## src/rtl/alien_edge_hit_detector.sv

```systemverilog
// alien_edge_hit_detector: raises a one-cycle collision pulse and a 4-bit
// edge code when the alien layer and the border layer draw the same pixel.
// At most one pulse is issued per frame, and it lands on the edge band
// of the matrix bounding box.
//
// Ports:
//   clk, resetN          clock, async active-low reset
//   startOfFrame         one-cycle frame-start pulse
//   playGame             game running; low disarms detection
//   pixelX, pixelY       scan position (unsigned, 11 bit)
//   topLeftX, topLeftY   matrix top-left corner (signed, 11 bit)
//   alienDrawingRequest  alien layer draws this pixel
//   borderDrawingRequest border layer draws this pixel
//   collision            one-cycle hit pulse, one cycle after the pixel
//   HitEdgeCode          {left, top, right, bottom} of the accepted hit
//   alienReachedBottom   (ALIEN_BOTTOM_FLAG_EN only) sticky flag that is
//                        set by a hit on the bottom edge alone
//
// Optional feature macro: ALIEN_BOTTOM_FLAG_EN

module alien_edge_hit_detector #(
  parameter int OBJECT_W    = 512,
  parameter int OBJECT_H    = 128,
  parameter int EDGE_MARGIN = 4
) (
  input  logic        clk,
  input  logic        resetN,
  input  logic        startOfFrame,
  input  logic        playGame,
  input  logic [10:0] pixelX,
  input  logic [10:0] pixelY,
  input  logic [10:0] topLeftX,
  input  logic [10:0] topLeftY,
  input  logic        alienDrawingRequest,
  input  logic        borderDrawingRequest,
  output logic        collision,
  output logic [3:0]  HitEdgeCode
`ifdef ALIEN_BOTTOM_FLAG_EN
  ,
  output logic        alienReachedBottom
`endif
);

  localparam logic signed [11:0] BOX_W =
    12'(OBJECT_W);
  localparam logic signed [11:0] BOX_H =
    12'(OBJECT_H);
  localparam logic signed [11:0] MARGIN =
    12'(EDGE_MARGIN);
  localparam logic signed [11:0] RIGHT_LO =
    12'(OBJECT_W - EDGE_MARGIN);
  localparam logic signed [11:0] BOTTOM_LO =
    12'(OBJECT_H - EDGE_MARGIN);

  typedef struct packed {
    logic left;
    logic top;
    logic right;
    logic bottom;
  } side_t;

  typedef enum logic [1:0] {
    DISARMED,
    ARMED,
    LOCKED
  } state_t;

  state_t state;

  logic signed [11:0] dx;
  logic signed [11:0] dy;
  logic               in_x;
  logic               in_y;
  logic               in_box;
  side_t              side;
  logic               overlap;
  logic               hit;
  logic               accept;

  // Pixel is zero-extended and corner is sign-extended, so a box that
  // hangs off the left or top of the screen still yields correct offsets.
  assign dx = $signed({1'b0, pixelX})
            - $signed({topLeftX[10], topLeftX});
  assign dy = $signed({1'b0, pixelY})
            - $signed({topLeftY[10], topLeftY});

  assign in_x   = !dx[11] && (dx < BOX_W);
  assign in_y   = !dy[11] && (dy < BOX_H);
  assign in_box = in_x && in_y;

  assign side.left   = dx < MARGIN;
  assign side.top    = dy < MARGIN;
  assign side.right  = dx >= RIGHT_LO;
  assign side.bottom = dy >= BOTTOM_LO;

  assign overlap = alienDrawingRequest
                && borderDrawingRequest
                && in_box
                && playGame;

  // Overlaps that touch no edge band are interior hits and are dropped.
  assign hit = overlap && (|side);

  // A startOfFrame in LOCKED re-arms first, so a hit in that same cycle
  // opens the new frame. In DISARMED the same pair only arms.
  always_comb begin
    accept = 1'b0;
    unique case (state)
      ARMED:   accept = hit;
      LOCKED:  accept = hit && startOfFrame;
      default: accept = 1'b0;
    endcase
  end

  always_ff @(posedge clk or negedge resetN) begin
    if (!resetN) begin
      state       <= DISARMED;
      collision   <= 1'b0;
      HitEdgeCode <= 4'b0000;
`ifdef ALIEN_BOTTOM_FLAG_EN
      alienReachedBottom <= 1'b0;
`endif
    end else if (!playGame) begin
      // The edge code is kept so the mover still sees the last hit.
      state     <= DISARMED;
      collision <= 1'b0;
`ifdef ALIEN_BOTTOM_FLAG_EN
      alienReachedBottom <= 1'b0;
`endif
    end else begin
      collision <= accept;
      if (accept) begin
        HitEdgeCode <= side;
      end
`ifdef ALIEN_BOTTOM_FLAG_EN
      if (accept && side.bottom
          && !side.left && !side.right) begin
        alienReachedBottom <= 1'b1;
      end
`endif
      unique case (state)
        DISARMED: begin
          if (startOfFrame) begin
            state <= ARMED;
          end
        end
        ARMED: begin
          if (accept) begin
            state <= LOCKED;
          end
        end
        LOCKED: begin
          if (startOfFrame && !accept) begin
            state <= ARMED;
          end
        end
        default: state <= DISARMED;
      endcase
    end
  end

endmodule

```

## config.mk

```make
export PLATFORM = sky130hd
export DESIGN_NAME = alien_edge_hit_detector
export DESIGN_NICKNAME = d
export VERILOG_FILES = /design/src/rtl/alien_edge_hit_detector.sv
export SDC_FILE = /design/constraint.sdc
export NUM_CORES = 1
export LEC_CHECK = 0
export CAP_MARGIN = 40
export CORE_ASPECT_RATIO = 1.5
export CORE_UTILIZATION = 40
export DETAILED_ROUTE_END_ITERATION = 6
export GPL_ROUTABILITY_DRIVEN = 1
export PLACE_DENSITY = 0.83
export SETUP_SLACK_MARGIN = 0.05
export SLEW_MARGIN = 20
export SYNTH_ARGS = -nofsm -noshare
export SYNTH_HDL_FRONTEND = slang
export SYNTH_SLANG_ARGS = --single-unit
```

## constraint.sdc

```tcl
create_clock -name clk -period 2.05 [get_ports clk]
set_input_delay 0.41 -clock clk [delete_from_list [all_inputs] [get_ports clk]]
set_output_delay 0.41 -clock clk [all_outputs]
set_load 0.05 [all_outputs]
```

# After elaboration in Yosys (flattened, before gate mapping)
# Index checks and enable logic that the tools add are counted.
word_totals:
  output_inout_bits: 5
  ff_bits: 7
op_classes:
  n_mux: 7
  addsub: 2
  eq_ne: 5
  magnitude_cmp: 6
  reduce_logical: 16
ops:
  columns: ["op", "n"]
  rows:
  - ["$lt 12x4->1 const B", 2]
  - ["$sub 12x11->12", 2]
  - ["$ge 12x10->1 const B", 1]
  - ["$ge 12x8->1 const B", 1]
  - ["$lt 12x11->1 const B", 1]
  - ["$lt 12x9->1 const B", 1]
  - ["$logic_and 1x1->1", 9]
  - ["$ne 3x3->1 const B", 3]
  - ["$mux 2", 4]
  - ["$pmux 2 s3", 1]
  - ["$reduce_or 4->1", 1]
  - ["$logic_not 1->1", 3]
  - ["$reduce_and 3->1", 1]
  - ["$eq 2x1->1 const B", 1]
  - ["$eq 2x2->1 const B", 1]
  - ["$logic_not 2->1", 1]
  - ["$pmux 1 s2", 1]
  - ["$reduce_and 2->1", 1]
  - ["$mux 1", 1]

# Depth between registers and ports, before layout
# Gate-level depths: netlist (run 1).
depth:
  ltp_word: 14
  ltp_mapped: 13
  depth_no_buf: 13

# Worst setup path after synthesis (run 1)
# Ideal clock, no wire load.
synth_timing:
  kind: "input to register"
  from: "input pixelY[0]"
  to: "register state[0]"
  stages: 13
  path_buffers: 0
  t_arrival_ns: 3.227
  required_time_ns: 1.927
  path_slack_ns: -1.300
  setup_ns: 0.123
  cell_sequence: "inv_1 > ha_1 > fa_1 > nand2b_1 > a211oi_2 > o2111ai_1 > a221oi_1 > a31oi_1 > nor4_4 > nand2_2 > nor4b_4 > mux2_4 > mux2i_1"
synth_via:
  elab_chain_cells: 13
  elab_cells_between_ends: 18
  cone_classes: "add/sub (1); order compare (3); eq/ne (2); mux (1); reduce/logical (11)"
synth_lines:
  columns: ["item", "line", "text"]
  rows:
  - ["start, declared", "31", "input logic [10:0] pixelY,"]
  - ["$sub 12x11->12 (*)", "85", "- $signed({topLeftY[10], topLeftY});"]
  - ["$lt 12x9->1 / $logic_not 1->1 (equally long branches)", "88", "assign in_y = !dy[11] && (dy < BOX_H);"]
  - ["$logic_and 1x1->1", "88", null]
  - ["$logic_and 1x1->1", "89", "assign in_box = in_x && in_y;"]
  - ["$logic_and 1x1->1", "98", "&& in_box"]
  - ["$logic_and 1x1->1", "99", "&& playGame;"]
  - ["$logic_and 1x1->1 (*)", "102", "assign hit = overlap && (|side);"]
  - ["$logic_and 1x1->1", "110", "LOCKED: accept = hit && startOfFrame;"]
  - ["$pmux 1 s2 (*)", "108", "unique case (state)"]
  - ["$logic_not 1->1", "153", "if (startOfFrame && !accept) begin"]
  - ["$logic_and 1x1->1", "153", null]
  - ["$ne 3x3->1 (no source line)", null, null]
  - ["$reduce_and 3->1 (no source line) (*)", null, null]
  - ["end signal, assigned", "149", "state <= LOCKED;"]
  - ["end signal, assigned", "154", "state <= ARMED;"]
  - ["end signal, assigned", "157", "default: state <= DISARMED;"]
  - ["end, declared", "68", "state_t state;"]
# Every way passes the cells marked *; elsewhere a longest branch is shown, timed or not.
# A chain may end at the register's enable or synchronous reset.

# Worst setup path after layout (run 1)
layout_timing:
  from: "input pixelY[0]"
  to: "register HitEdgeCode[2]"
layout_via:
  elab_chain_cells: 10
  elab_cells_between_ends: 14
  cone_classes: "add/sub (1); order compare (3); mux (1); reduce/logical (9)"
layout_lines:
  columns: ["item", "line", "text"]
  rows:
  - ["$sub 12x11->12 (*)", "85", null]
  - ["$lt 12x9->1 / $logic_not 1->1 (equally long branches)", "88", null]
  - ["$logic_and 1x1->1", "88", null]
  - ["$logic_and 1x1->1", "89", null]
  - ["$logic_and 1x1->1", "98", null]
  - ["$logic_and 1x1->1", "99", null]
  - ["$logic_and 1x1->1", "102", null]
  - ["$logic_and 1x1->1", "110", null]
  - ["$pmux 1 s2", "108", null]
  - ["$reduce_and 2->1 (no source line)", null, null]
  - ["end signal, assigned", "133", "HitEdgeCode <= side;"]
  - ["end, declared", "37", "output logic [3:0] HitEdgeCode"]
# Marks and branches as above.

==> results of run 1 <==
## path summary, 6_finish.rpt
check	startpoint	endpoint	slack (ns)	cells past startpoint
worst max-delay path	pixelY[0]	HitEdgeCode[2]	-1.18	15
worst min register to register	HitEdgeCode[3]	HitEdgeCode[3]	0.53	2
worst max register to register	state[0]	HitEdgeCode[2]	-0.08	8
min in group clk	HitEdgeCode[3]	HitEdgeCode[3]	0.53	2
max in group asynchronous	resetN	HitEdgeCode[0]	1.33	1
worst min-delay path	resetN	state[1]	0.46	1
## per-stage QoR
| step | hold WS [ns] | power [mW] | setup WS, ns | cell area, µm² |
|---|---|---|---|---|
| after floorplan | 0.114 | 0.627 | -1.04 | 1690 |
| after global placement | 0.510 | 0.944 | -1.69 | 2680 |
| after detailed placement | 0.514 | 0.972 | -1.82 | 2680 |
| after CTS | 0.460 | 1.34 | -1.06 | 3120 |
| after global routing | 0.484 | 1.49 | -1.32 | 3160 |
| final | 0.459 | 1.40 | -1.18 | 3160 |
## worst reg2reg max path: stages (launching register included)
cell and delay (ns):
dfrtp_1 0.34, inv_1 0.08, ha_1 0.28, nand4_1 0.08, nor2_1 0.19, nand2_1 0.12
nor4b_4 0.40, buf_4 0.21, mux2_4 0.30
## logic make-up (layout without fill, tap and decap cells)
group,Yosys count,count (layout),share of synthesized area
xor+xnor,15,15,0.0805
simple gates,67,67,0.239
flops,7,7,0.107
buf+inv,34,164,0.0782
mux,7,7,0.0475
fa+ha+maj,28,28,0.224
compound gates,50,50,0.223
## layer usage
metal,share of wire,wire (µm),vias up
met3,0.037,227,26
met5,0,0,-
met4,0.041,254,0
li1,-,-,992
met1,0.34,2100,1016
met2,0.58,3570,88
## cells in the mapped netlist, types with 4 or more instances
master,n,share of area
mux2i_1,4,0.025
inv_1,34,0.078
nand2_1,13,0.030
nor2b_1,5,0.019
o2111ai_1,4,0.021
a21oi_1,10,0.031
a31oi_1,4,0.015
o21ai_0,5,0.015
nand2b_1,7,0.027
xor2_1,5,0.027
o21a_1,6,0.028
nor2_1,18,0.041
dfrtp_1,7,0.11
nand4_1,5,0.019
ha_1,26,0.20
xnor2_1,10,0.054
## flip-flops by register name (all words and copies together) (netlist names)
register,flops
state,2
HitEdgeCode,4
collision,1
## area by class of cell
class                      instances  area, µm²  area share
clock buffer                       4       45.0      0.0143
inverter                          34        135      0.0428
multi-input combinational        167       1650       0.524
sequential                         7        175      0.0555
tap                               45       56.3      0.0178
timing repair buffer             126       1090       0.346
## what timing repair did
| action | 4_1_cts | 5_1_grt |
|---|---|---|
| resized for setup | 89 | 10 |
| pin swaps | 38 | 7 |
| buffers inserted | 19 | 4 |
| hold buffers | 0 | 0 |
| endpoints found under the setup margin | 7 | 7 |
## power by group
| part | total (mW) | switching (mW) | internal [mW] |
|---|---|---|---|
| Combinational | 1.04 | 0.493 | 0.547 |
| Sequential | 0.162 | 0.00803 | 0.154 |
| Clock | 0.200 | 0.0647 | 0.135 |
==> load_flow_metrics.sql, run 1 <==
INSERT INTO impl_metrics (metric_group, metric, value, unit) VALUES
('status', 'outcome', 'complete, but fails checks', ''),
('status', 'violations', 'negative setup slack', ''),
('synth', 'asyncSetResetFlopFracSynth', '1.00', ''),
('clock_tree', 'clock-sinks', '7', ''),
('setup_path', 'worstSetupEndpointType', 'flop', ''),
('synth', 'synth.net_count', '286', ''),
('layout', 'layout.nets', '417', ''),
('drt', 'drt_pre_antenna_iters', '4', ''),
('layout', 'drive_above_1_share', '0.423', ''),
('synth', 'yosysSeqAreaShare', '0.107', ''),
('drt', 'via_count', '2122', ''),
('clock_tree', 'cts_htree_levels', '1', ''),
('global_routing', 'grt_use_met2', '0.600', ''),
('timing', 'finalSetupViolations', '7', ''),
('min_path', 'holdCritPathClass', 'in2async', ''),
('clock_tree', 'tritoncts.num_buffers', '3', ''),
('timing', 'final_hold_fails', '0', ''),
('placement', 'io_buffer_count', '54', ''),
('placement', 'routabilityCongestion', '0.861', ''),
('clock_tree', 'max-clock-path-buffers', '2', ''),
('synth', 'postSynthCellCount', '208', ''),
('synth', 'synthesis.yosys.warnings', '0', ''),
('setup_path', 'cpPeakStageDelay', '0.38', 'ns'),
('clock_tree', 'path_clk_slew', '0.04', 'ns'),
('clock_tree', 'root_buffer', 'clkbuf_8', ''),
('clock_tree', 'clkLatencyLatePin', '0.23', 'ns'),
('timing', 'skew', '0.000187', 'ns'),
('drt', 'route.detailed.drc', '0', ''),
('layout', 'mostFrequentLayoutCells', 'buf_4 (66), clkdlybuf4s50_1 (32), inv_1 (23), nor2_1 (16), ha_1 (15)', ''),
('setup_path', 'cell_with_the_biggest_individual_delay_on_the_critical_path', 'fa_2', ''),
('synth', 'synth-edff-count', '0', ''),
('setup_path', 'setup.worst_path.class', 'in2reg', ''),
('floorplan', 'die_area', '4340', 'µm²'),
('pwr', 'static_leakage_power', '1.49', 'nW'),
('layout', 'mostFrequentLayoutCell', 'buf_4', ''),
('timing', 'final_critical_path_setup_slack', '-1.18', 'ns'),
('setup_path', 'path_buf_inv', '4', ''),
('global_routing', 'grt.total_usage', '0.293', ''),
('layout', 'antenna_cells_inserted', '0', ''),
('global_routing', 'maximum_number_of_pins_on_one_net_before_global_route_repair', '8', ''),
('setup_path', 'worst_path_most_repeated_cell', 'buf_4', ''),
('setup_path', 'crit_path_start_kind', 'input pin', ''),
('synth', 'synth_area', '1630', 'µm²'),
('setup_path', 'critPathRequiredTime', '2.16', 'ns'),
('global_routing', 'grt_pass1_vias', '2225', ''),
('drt', 'detail_route.vias_per_cell', '5.54', ''),
('drt', 'drt-wirelength-per-cell', '16.1', 'µm'),
('pwr', 'power.density', '444', 'nW/µm²'),
('setup_path', 'cp.arrival', '3.34', 'ns'),
('timing', 'grt_setup_unrepaired', 'yes', ''),
('setup_path', 'crit_chain', 'buf_8 -> inv_8 -> ha_4 -> fa_2 -> nand2b_4 -> a211oi_4 -> mux2i_1 -> o2111ai_2 -> buf_4 -> nor4_4 -> a41oi_2 -> nand3b_1 -> nor4b_4 -> buf_4 -> mux2_4', ''),
('floorplan', 'die_y', '80.2', 'µm'),
('global_routing', 'grt_pass1_wl', '9430', 'µm'),
('setup_path', 'cp_max_fo', '4', ''),
('placement', 'placedCellCount', '360', ''),
('pwr', 'ir_drop', '0.000394', 'V'),
('flow_run', 'maxCapViolCount', '0', ''),
('drt', 'detailedRoute.firstIterationViolations', '73', ''),
('timing', 'relSlewSlack', '0.646', ''),
('timing', 'timing_worst_slew_pin_value', '0.530', 'ns'),
('global_routing', 'grt_use_met3', '0.0398', ''),
('synth', 'ys_types', '47', ''),
('layout', 'area_growth_syn_to_layout', '93.5', '%'),
('synth', 'yosys_register_bits', '7', ''),
('setup_path', 'critical_path_s_top_delay_family', 'simple AND/OR/NAND/NOR gates', ''),
('global_routing', 'grt_overflow_total', '0', ''),
('global_routing', 'antenna_violations_before_repair', '0', ''),
('timing', 'clock.fmax', '309', 'MHz'),
('synth', 'syn-mean-instance-area', '7.84', 'µm²'),
('floorplan', 'initial_utilization', '0.416', ''),
('layout', 'fillerInstances', '236', '');
Note: power is estimated with default switching activity, not from simulation.
==> run 2, diff against run 1 <==
- CORE_MARGIN: not set -> 3
==> run 2 against run 1 <==
  * The run still ends with negative setup slack left
  * Routed wire length is 25% higher
  * Utilization is 5.6 points higher
  * Sequential power hardly changed
  * Final cell count is 1.8% higher
  * Clock skew is 0.0013 ns higher
  * Maximum frequency is 0.71% higher
  * Via count is 6.8% higher
  * Clock power hardly changed
  * Combinational power is 9% higher
  * First-iteration DRC count is 73% higher
  * Critical path depth is 1 lower
  * Flip-flop and latch count stayed put
==> load_flow_metrics.sql, run 2 (synthesis gave the netlist of run 1 again) <==
INSERT INTO impl_metrics (metric_group, metric, value, unit) VALUES
('clock_tree', 'max-clock-path-buffers', '2', ''),
('drt', 'ant_nets', '0', ''),
('pwr', 'clock_power_share', '0.134', ''),
('timing', 'final.period_utilization', '1.57', ''),
('placement', 'hpwl_after_dpl', '4180', 'µm'),
('clock_tree', 'clock-sinks', '7', ''),
('floorplan', 'ios', '55', ''),
('pwr', 'switching_portion_of_total_power', '0.421', ''),
('drt', 'post_route_wl', '7690', 'µm'),
('timing', 'final_hold_fails', '0', ''),
('timing', 'grt_setup_unrepaired', 'yes', ''),
('setup_path', 'cell_with_the_biggest_individual_delay_on_the_critical_path', 'fa_2', ''),
('pwr', 'power_switching', '0.629', 'mW'),
('status', 'violations', 'negative setup slack', ''),
('floorplan', 'core.rowCount', '27', ''),
('floorplan', 'initial_utilization', '0.431', ''),
('clock_tree', 'tritoncts', 'built', ''),
('global_routing', 'grt_overflow_total', '0', ''),
('floorplan', 'die_area', '4900', 'µm²'),
('pwr', 'power.internal', '0.866', 'mW'),
('layout', 'stdcell_area', '3260', 'µm²'),
('layout', 'largest_register_ff_count', '4', ''),
('pwr', 'power.total', '1.49', 'mW'),
('layout', 'largestRegisters', 'HitEdgeCode x4, state x2, collision x1', ''),
('drt', 'detailedRoute.firstIterationViolations', '126', ''),
('setup_path', 'crit_chain', 'clkdlybuf4s15_1 -> inv_1 -> fa_2 -> nand2b_4 -> buf_4 -> a21oi_1 -> xnor2_1 -> nand2_1 -> nor4_4 -> a41oi_2 -> nand3b_1 -> nor4b_4 -> mux2_4 -> mux2i_1', ''),
('placement', 'dpl-instance-area', '2680', 'µm²'),
('layout', 'largest-register', 'HitEdgeCode', ''),
('layout', 'layout.nets', '426', ''),
('clock_tree', 'path_clk_slew', '0.04', 'ns'),
('setup_path', 'cpPeakStageDelay', '0.37', 'ns'),
('clock_tree', 'root_buffer', 'clkbuf_8', ''),
('global_routing', 'grt_pass1_wl', '10400', 'µm'),
('timing', 'final_critical_path_setup_slack', '-1.16', 'ns'),
('setup_path', 'worstSetupEndpointType', 'flop', ''),
('drt', 'drt_pre_antenna_iters', '7', ''),
('layout', 'area.sequential', '175', 'µm²'),
('layout', 'fillerInstances', '171', ''),
('timing', 'maxSlewViolCount', '0', ''),
('pwr', 'static_leakage_power', '1.53', 'nW'),
('setup_path', 'reg_to_reg_slack_setup', '-0.12', 'ns'),
('setup_path', 'setup.worst_path.class', 'in2reg', ''),
('global_routing', 'grt.total_usage', '0.269', ''),
('pwr', 'ir_drop', '0.000624', 'V'),
('layout', 'antenna_cells_inserted', '0', ''),
('timing', 'finalSetupViolations', '7', ''),
('min_path', 'holdCritPathClass', 'in2async', ''),
('placement', 'routabilityCongestion', '0.875', ''),
('placement', 'io_buffer_count', '54', ''),
('pwr', 'share_seq_of_total_power', '0.109', ''),
('timing', 'min_clock_period_post_route', '3.21', 'ns'),
('timing', 'timing_worst_slew_pin_value', '0.512', 'ns'),
('layout', 'drive_above_1_share', '0.444', ''),
('drt', 'detail_route.vias_per_cell', '5.81', ''),
('drt', 'via_count', '2266', ''),
('layout', 'mostFrequentLayoutCell', 'buf_4', ''),
('global_routing', 'maximum_number_of_pins_on_one_net_before_global_route_repair', '8', ''),
('timing', 'skew', '0.00145', 'ns'),
('flow_run', 'maxCapViolCount', '0', ''),
('layout', 'area_growth_syn_to_layout', '99.5', '%'),
('placement', 'place_ws', '-1.75', 'ns'),
('global_routing', 'antenna_violations_before_repair', '0', ''),
('layout', 'mostFrequentLayoutCells', 'buf_4 (78), clkdlybuf4s50_1 (33), inv_1 (24), nor2_1 (15), ha_1 (15)', ''),
('floorplan', 'floorplan.core_area', '3780', 'µm²'),
('drt', 'drt-wirelength-per-cell', '19.7', 'µm'),
('setup_path', 'cp_max_fo', '3', ''),
('timing', 'finalSetupTns', '-7.53', 'ns'),
('clock_tree', 'clkLatencyLatePin', '0.23', 'ns'),
('setup_path', 'cp.arrival', '3.36', 'ns'),
('setup_path', 'crit_path_start_kind', 'input pin', ''),
('status', 'outcome', 'complete, but fails checks', ''),
('pwr', 'power.density', '459', 'nW/µm²'),
('setup_path', 'critPathRequiredTime', '2.20', 'ns'),
('floorplan', 'die_x', '58.1', 'µm'),
('pwr', 'combinationalPowerShare', '0.756', ''),
('floorplan', 'die_y', '84.2', 'µm'),
('timing', 'clock.fmax', '312', 'MHz'),
('clock_tree', 'tritoncts.num_buffers', '3', ''),
('drt', 'route.detailed.drc', '0', ''),
('clock_tree', 'cts_htree_levels', '1', ''),
('layout', 'multi_input_comb_area', '1700', 'µm²'),
('timing', 'relSlewSlack', '0.657', ''),
('global_routing', 'grt_pass1_vias', '2374', '');
run 2: critical path, delay by kind of cell:
family          cells  cell delay [ns]
buf+inv             3             0.44
compound gates      2             0.27
simple gates        5             1.14
xor+xnor            1             0.20
mux                 2             0.52
fa+ha+maj           1             0.37
run 2: repair_timing:
| action | in CTS | in global routing |
|---|---|---|
| setup endpoints to repair | 7 | 7 |
| gates resized for setup | 80 | 21 |
| cloned | 0 | 0 |
| hold buffers | 0 | 0 |
| pin swaps | 31 | 24 |
| setup buffers | 25 | 8 |
run 2: power groups by stage:
stage	Clock [mW]	Combinational, mW	Sequential [mW]
detailed placement	0	0.823	0.165
CTS	0.200	0.997	0.163
global route	0.220	1.20	0.164
global placement	0	0.786	0.163
floorplan	0	0.459	0.167
finish	0.201	1.13	0.164
run 2: worst paths after layout:
check,startpoint,end,cells past startpoint
max in group asynchronous,resetN,HitEdgeCode[2],1
setup reg to reg,state[1],state[1],8
hold reg to reg,HitEdgeCode[1],HitEdgeCode[1],1
min in group clk,HitEdgeCode[1],HitEdgeCode[1],1
setup / recovery,pixelY[1],state[1],14
hold / removal,resetN,state[1],1
run 2: cell type report:
type,instances,share of cell area
Tap cell,43,0.0165
Sequential cell,7,0.0538
Inverter,34,0.0415
Timing Repair Buffer,135,0.352
Multi-Input combinational cell,167,0.523
Clock buffer,4,0.0138
run 2: metal layers:
layer  wire, µm  part of all wire  vias up  global-route usage
li1           -                 -     1014                   -
met1       2530              0.33     1082               0.247
met2       4360              0.57      137               0.540
met3        464             0.060       33              0.0492
met4        336             0.044        0               0.118
met5          0                 0        -                   0
run 2: through the flow:
step           utilization  hold slack (ns)  std cells
4_1_cts              0.831            0.458        386
3_5_place_dp         0.708            0.523        358
5_1_grt              0.860            0.479        390
6_report             0.860            0.454        390
2_1_floorplan            -            0.114        208
3_3_place_gp         0.708            0.498        358
==> run 3, diff against run 2 <==
- CORE_ASPECT_RATIO: 1.5 -> not set
==> run 3 against run 2 <==
  * The flow still finishes with violations (negative setup slack)
  * Utilization shrank 1.4 points
  * Total power decreased by 4.6%
  * Register-to-register slack hardly changed
  * Final area fell by 1.2%
  * Highest routed layer unchanged
  * Worst hold slack worse by 0.0036 ns
  * Via count is 4.1% lower
  * Final cell count shrank 0.26%
  * Maximum frequency decreased by 6.1%
==> load_flow_metrics.sql, run 3 (synthesis gave the netlist of run 1 again) <==
INSERT INTO impl_metrics (metric_group, metric, value, unit) VALUES
('global_routing', 'maximum_number_of_pins_on_one_net_before_global_route_repair', '8', ''),
('global_routing', 'antenna_violations_before_repair', '0', ''),
('drt', 'drt-wirelength-per-cell', '18.1', 'µm'),
('clock_tree', 'post_cts_hold_buffer_count', '0', ''),
('pwr', 'power.internal', '0.834', 'mW'),
('timing', 'finalSetupViolations', '7', ''),
('setup_path', 'cp.arrival', '3.55', 'ns'),
('clock_tree', 'clock-sinks', '7', ''),
('floorplan', 'initial_utilization', '0.430', ''),
('timing', 'relSlewSlack', '0.660', ''),
('pwr', 'switching_portion_of_total_power', '0.415', ''),
('global_routing', 'grt.total_usage', '0.264', ''),
('timing', 'grt_setup_unrepaired', 'yes', ''),
('timing', 'timing_worst_slew_pin_value', '0.509', 'ns'),
('drt', 'via_count', '2172', ''),
('timing', 'clock.fmax', '293', 'MHz'),
('floorplan', 'core.rowCount', '22', ''),
('pwr', 'combinationalPowerShare', '0.750', ''),
('clock_tree', 'tritoncts.num_buffers', '3', ''),
('floorplan', 'die_area', '4880', 'µm²'),
('clock_tree', 'max-clock-path-buffers', '2', ''),
('layout', 'drive_above_1_share', '0.434', ''),
('setup_path', 'cp_max_fo', '3', ''),
('clock_tree', 'clkLatencyLatePin', '0.22', 'ns'),
('pwr', 'power.total', '1.43', 'mW'),
('drt', 'post_route_wl', '7030', 'µm'),
('setup_path', 'critical_path_s_top_delay_family', 'simple AND/OR/NAND/NOR gates', ''),
('status', 'violations', 'negative setup slack', ''),
('clock_tree', 'path_clk_slew', '0.04', 'ns'),
('drt', 'ant_nets', '0', ''),
('status', 'outcome', 'complete, but fails checks', ''),
('global_routing', 'grt_pass1_wl', '10600', 'µm'),
('timing', 'maxSlewViolCount', '0', ''),
('drt', 'detail_route.vias_per_cell', '5.58', ''),
('clock_tree', 'cts_htree_levels', '1', ''),
('timing', 'final_hold_fails', '0', ''),
('min_path', 'holdCritPathClass', 'in2async', ''),
('clock_tree', 'root_buffer', 'clkbuf_8', ''),
('floorplan', 'die_y', '69.9', 'µm'),
('layout', 'area_growth_syn_to_layout', '97.1', '%'),
('layout', 'mostFrequentLayoutCell', 'buf_4', ''),
('flow_run', 'maxCapViolCount', '0', ''),
('setup_path', 'crit_chain', 'dlygate4sd2_1 -> inv_1 -> ha_1 -> nor2b_1 -> o2111ai_1 -> nand4_1 -> o211ai_1 -> xnor2_1 -> nor4_4 -> nand2_2 -> nor4b_4 -> buf_4 -> mux2_4 -> mux2i_1', ''),
('timing', 'min_clock_period_post_route', '3.42', 'ns'),
('layout', 'finish.utilization', '0.847', ''),
('setup_path', 'crit_path_start_kind', 'input pin', ''),
('setup_path', 'cpPeakStageDelay', '0.37', 'ns'),
('setup_path', 'cell_with_the_biggest_individual_delay_on_the_critical_path', 'o2111ai_1', ''),
('layout', 'largest_register_ff_count', '4', ''),
('placement', 'hpwl_after_dpl', '3660', 'µm'),
('timing', 'skew', '0.000528', 'ns'),
('timing', 'final.period_utilization', '1.67', ''),
('layout', 'largestRegisters', 'HitEdgeCode x4, state x2, collision x1', ''),
('pwr', 'power_switching', '0.592', 'mW'),
('placement', 'io_buffer_count', '54', ''),
('floorplan', 'ios', '55', ''),
('timing', 'whs', '0.450', 'ns'),
('clock_tree', 'tritoncts', 'built', ''),
('floorplan', 'die_x', '69.9', 'µm'),
('drt', 'detailedRoute.firstIterationViolations', '185', ''),
('pwr', 'static_leakage_power', '1.48', 'nW'),
('timing', 'final_critical_path_setup_slack', '-1.37', 'ns'),
('floorplan', 'floorplan.core_area', '3800', 'µm²'),
('pwr', 'power.density', '443', 'nW/µm²'),
('setup_path', 'setup.worst_path.class', 'in2reg', ''),
('setup_path', 'worstSetupEndpointType', 'flop', ''),
('placement', 'dpl-instance-area', '2720', 'µm²'),
('layout', 'stdcell_area', '3220', 'µm²'),
('pwr', 'clock_power_share', '0.137', ''),
('setup_path', 'path_buf_inv', '3', ''),
('layout', 'largest-register', 'HitEdgeCode', ''),
('setup_path', 'critPathRequiredTime', '2.18', 'ns'),
('timing', 'finalSetupTns', '-7.97', 'ns'),
('pwr', 'share_seq_of_total_power', '0.113', ''),
('pwr', 'ir_drop', '0.000234', 'V'),
('layout', 'layout.nets', '420', ''),
('drt', 'drt_pre_antenna_iters', '4', ''),
('layout', 'antenna_cells_inserted', '0', ''),
('global_routing', 'grt_overflow_total', '0', ''),
('layout', 'mostFrequentLayoutCells', 'buf_4 (71), clkdlybuf4s50_1 (32), inv_1 (23), nor2_1 (14)', ''),
('placement', 'routabilityCongestion', '0.830', ''),
('drt', 'route.detailed.drc', '0', ''),
('global_routing', 'grt_pass1_vias', '2333', '');
-- run 3: cell types whose count changed in the layout (fill, tap and decap cells not counted), moves of 2 or more --
cell / delta
buf_4: -7
clkdlybuf4s15_1: +2
buf_6: +3
ha_1: -2
a211oi_1: +2
buf_2: -2
nor2_2: +2
dlymetal6s2s_1: -2
ha_4: +2
a211oi_2: -2
-- run 3: layout make-up --
cell class | count | area, µm²
Inverter | 34 | 135
Clock buffer | 4 | 45.0
Sequential cell | 7 | 175
Multi-Input combinational cell | 167 | 1690
Timing Repair Buffer | 129 | 1110
Tap cell | 48 | 60.1
Fill cell | 212 | 583
-- run 3: worst paths after layout --
path | endpoint | slack (ns) | cells after the start | from
worst max register to register | state[1] | -0.13 | 9 | state[1]
worst min register to register | HitEdgeCode[2] | 0.52 | 1 | HitEdgeCode[2]
worst min-delay path | HitEdgeCode[1] | 0.45 | 1 | resetN
max in group asynchronous | HitEdgeCode[3] | 1.36 | 1 | resetN
worst max-delay path | state[1] | -1.37 | 14 | topLeftY[1]
min in group clk | HitEdgeCode[2] | 0.52 | 1 | HitEdgeCode[2]
-- run 3: worst reg2reg max path, delay by kind of cell, from the launching register on --
family | cells | cell delay [ns]
fa+ha+maj | 1 | 0.28
mux | 2 | 0.53
flops | 1 | 0.34
buf+inv | 2 | 0.26
simple gates | 4 | 0.69
-- run 3: layer usage --
layer / share of wire / GRT usage / vias to the layer above / wire (µm)
met5: 0 / 0 / - / 0
met4: 0.057 / 0.136 / 0 / 398
met3: 0.057 / 0.0374 / 43 / 401
met2: 0.53 / 0.527 / 128 / 3750
met1: 0.35 / 0.256 / 1003 / 2480
li1: - / - / 998 / -
-- run 3: repair_timing --
action / CTS / global route
pin swaps: 39 / 11
gates resized for setup: 96 / 9
setup buffers: 14 / 4
endpoints found under the setup margin: 7 / 7
-- run 3: power by group through the flow --
stage / sequential, mW / clock [mW] / combinational [mW]
after floorplan: 0.167 / 0 / 0.459
after global placement: 0.162 / 0 / 0.779
after detailed placement: 0.163 / 0 / 0.806
after CTS: 0.161 / 0.194 / 0.943
after global routing: 0.162 / 0.206 / 1.14
final: 0.161 / 0.195 / 1.07
-- run 3: through the flow --
stage / setup WS, ns / instances
2_1_floorplan: -1.04 / 208
3_3_place_gp: -1.66 / 368
3_5_place_dp: -1.74 / 368
4_1_cts: -1.06 / 386
5_1_grt: -1.48 / 389
6_report: -1.37 / 389
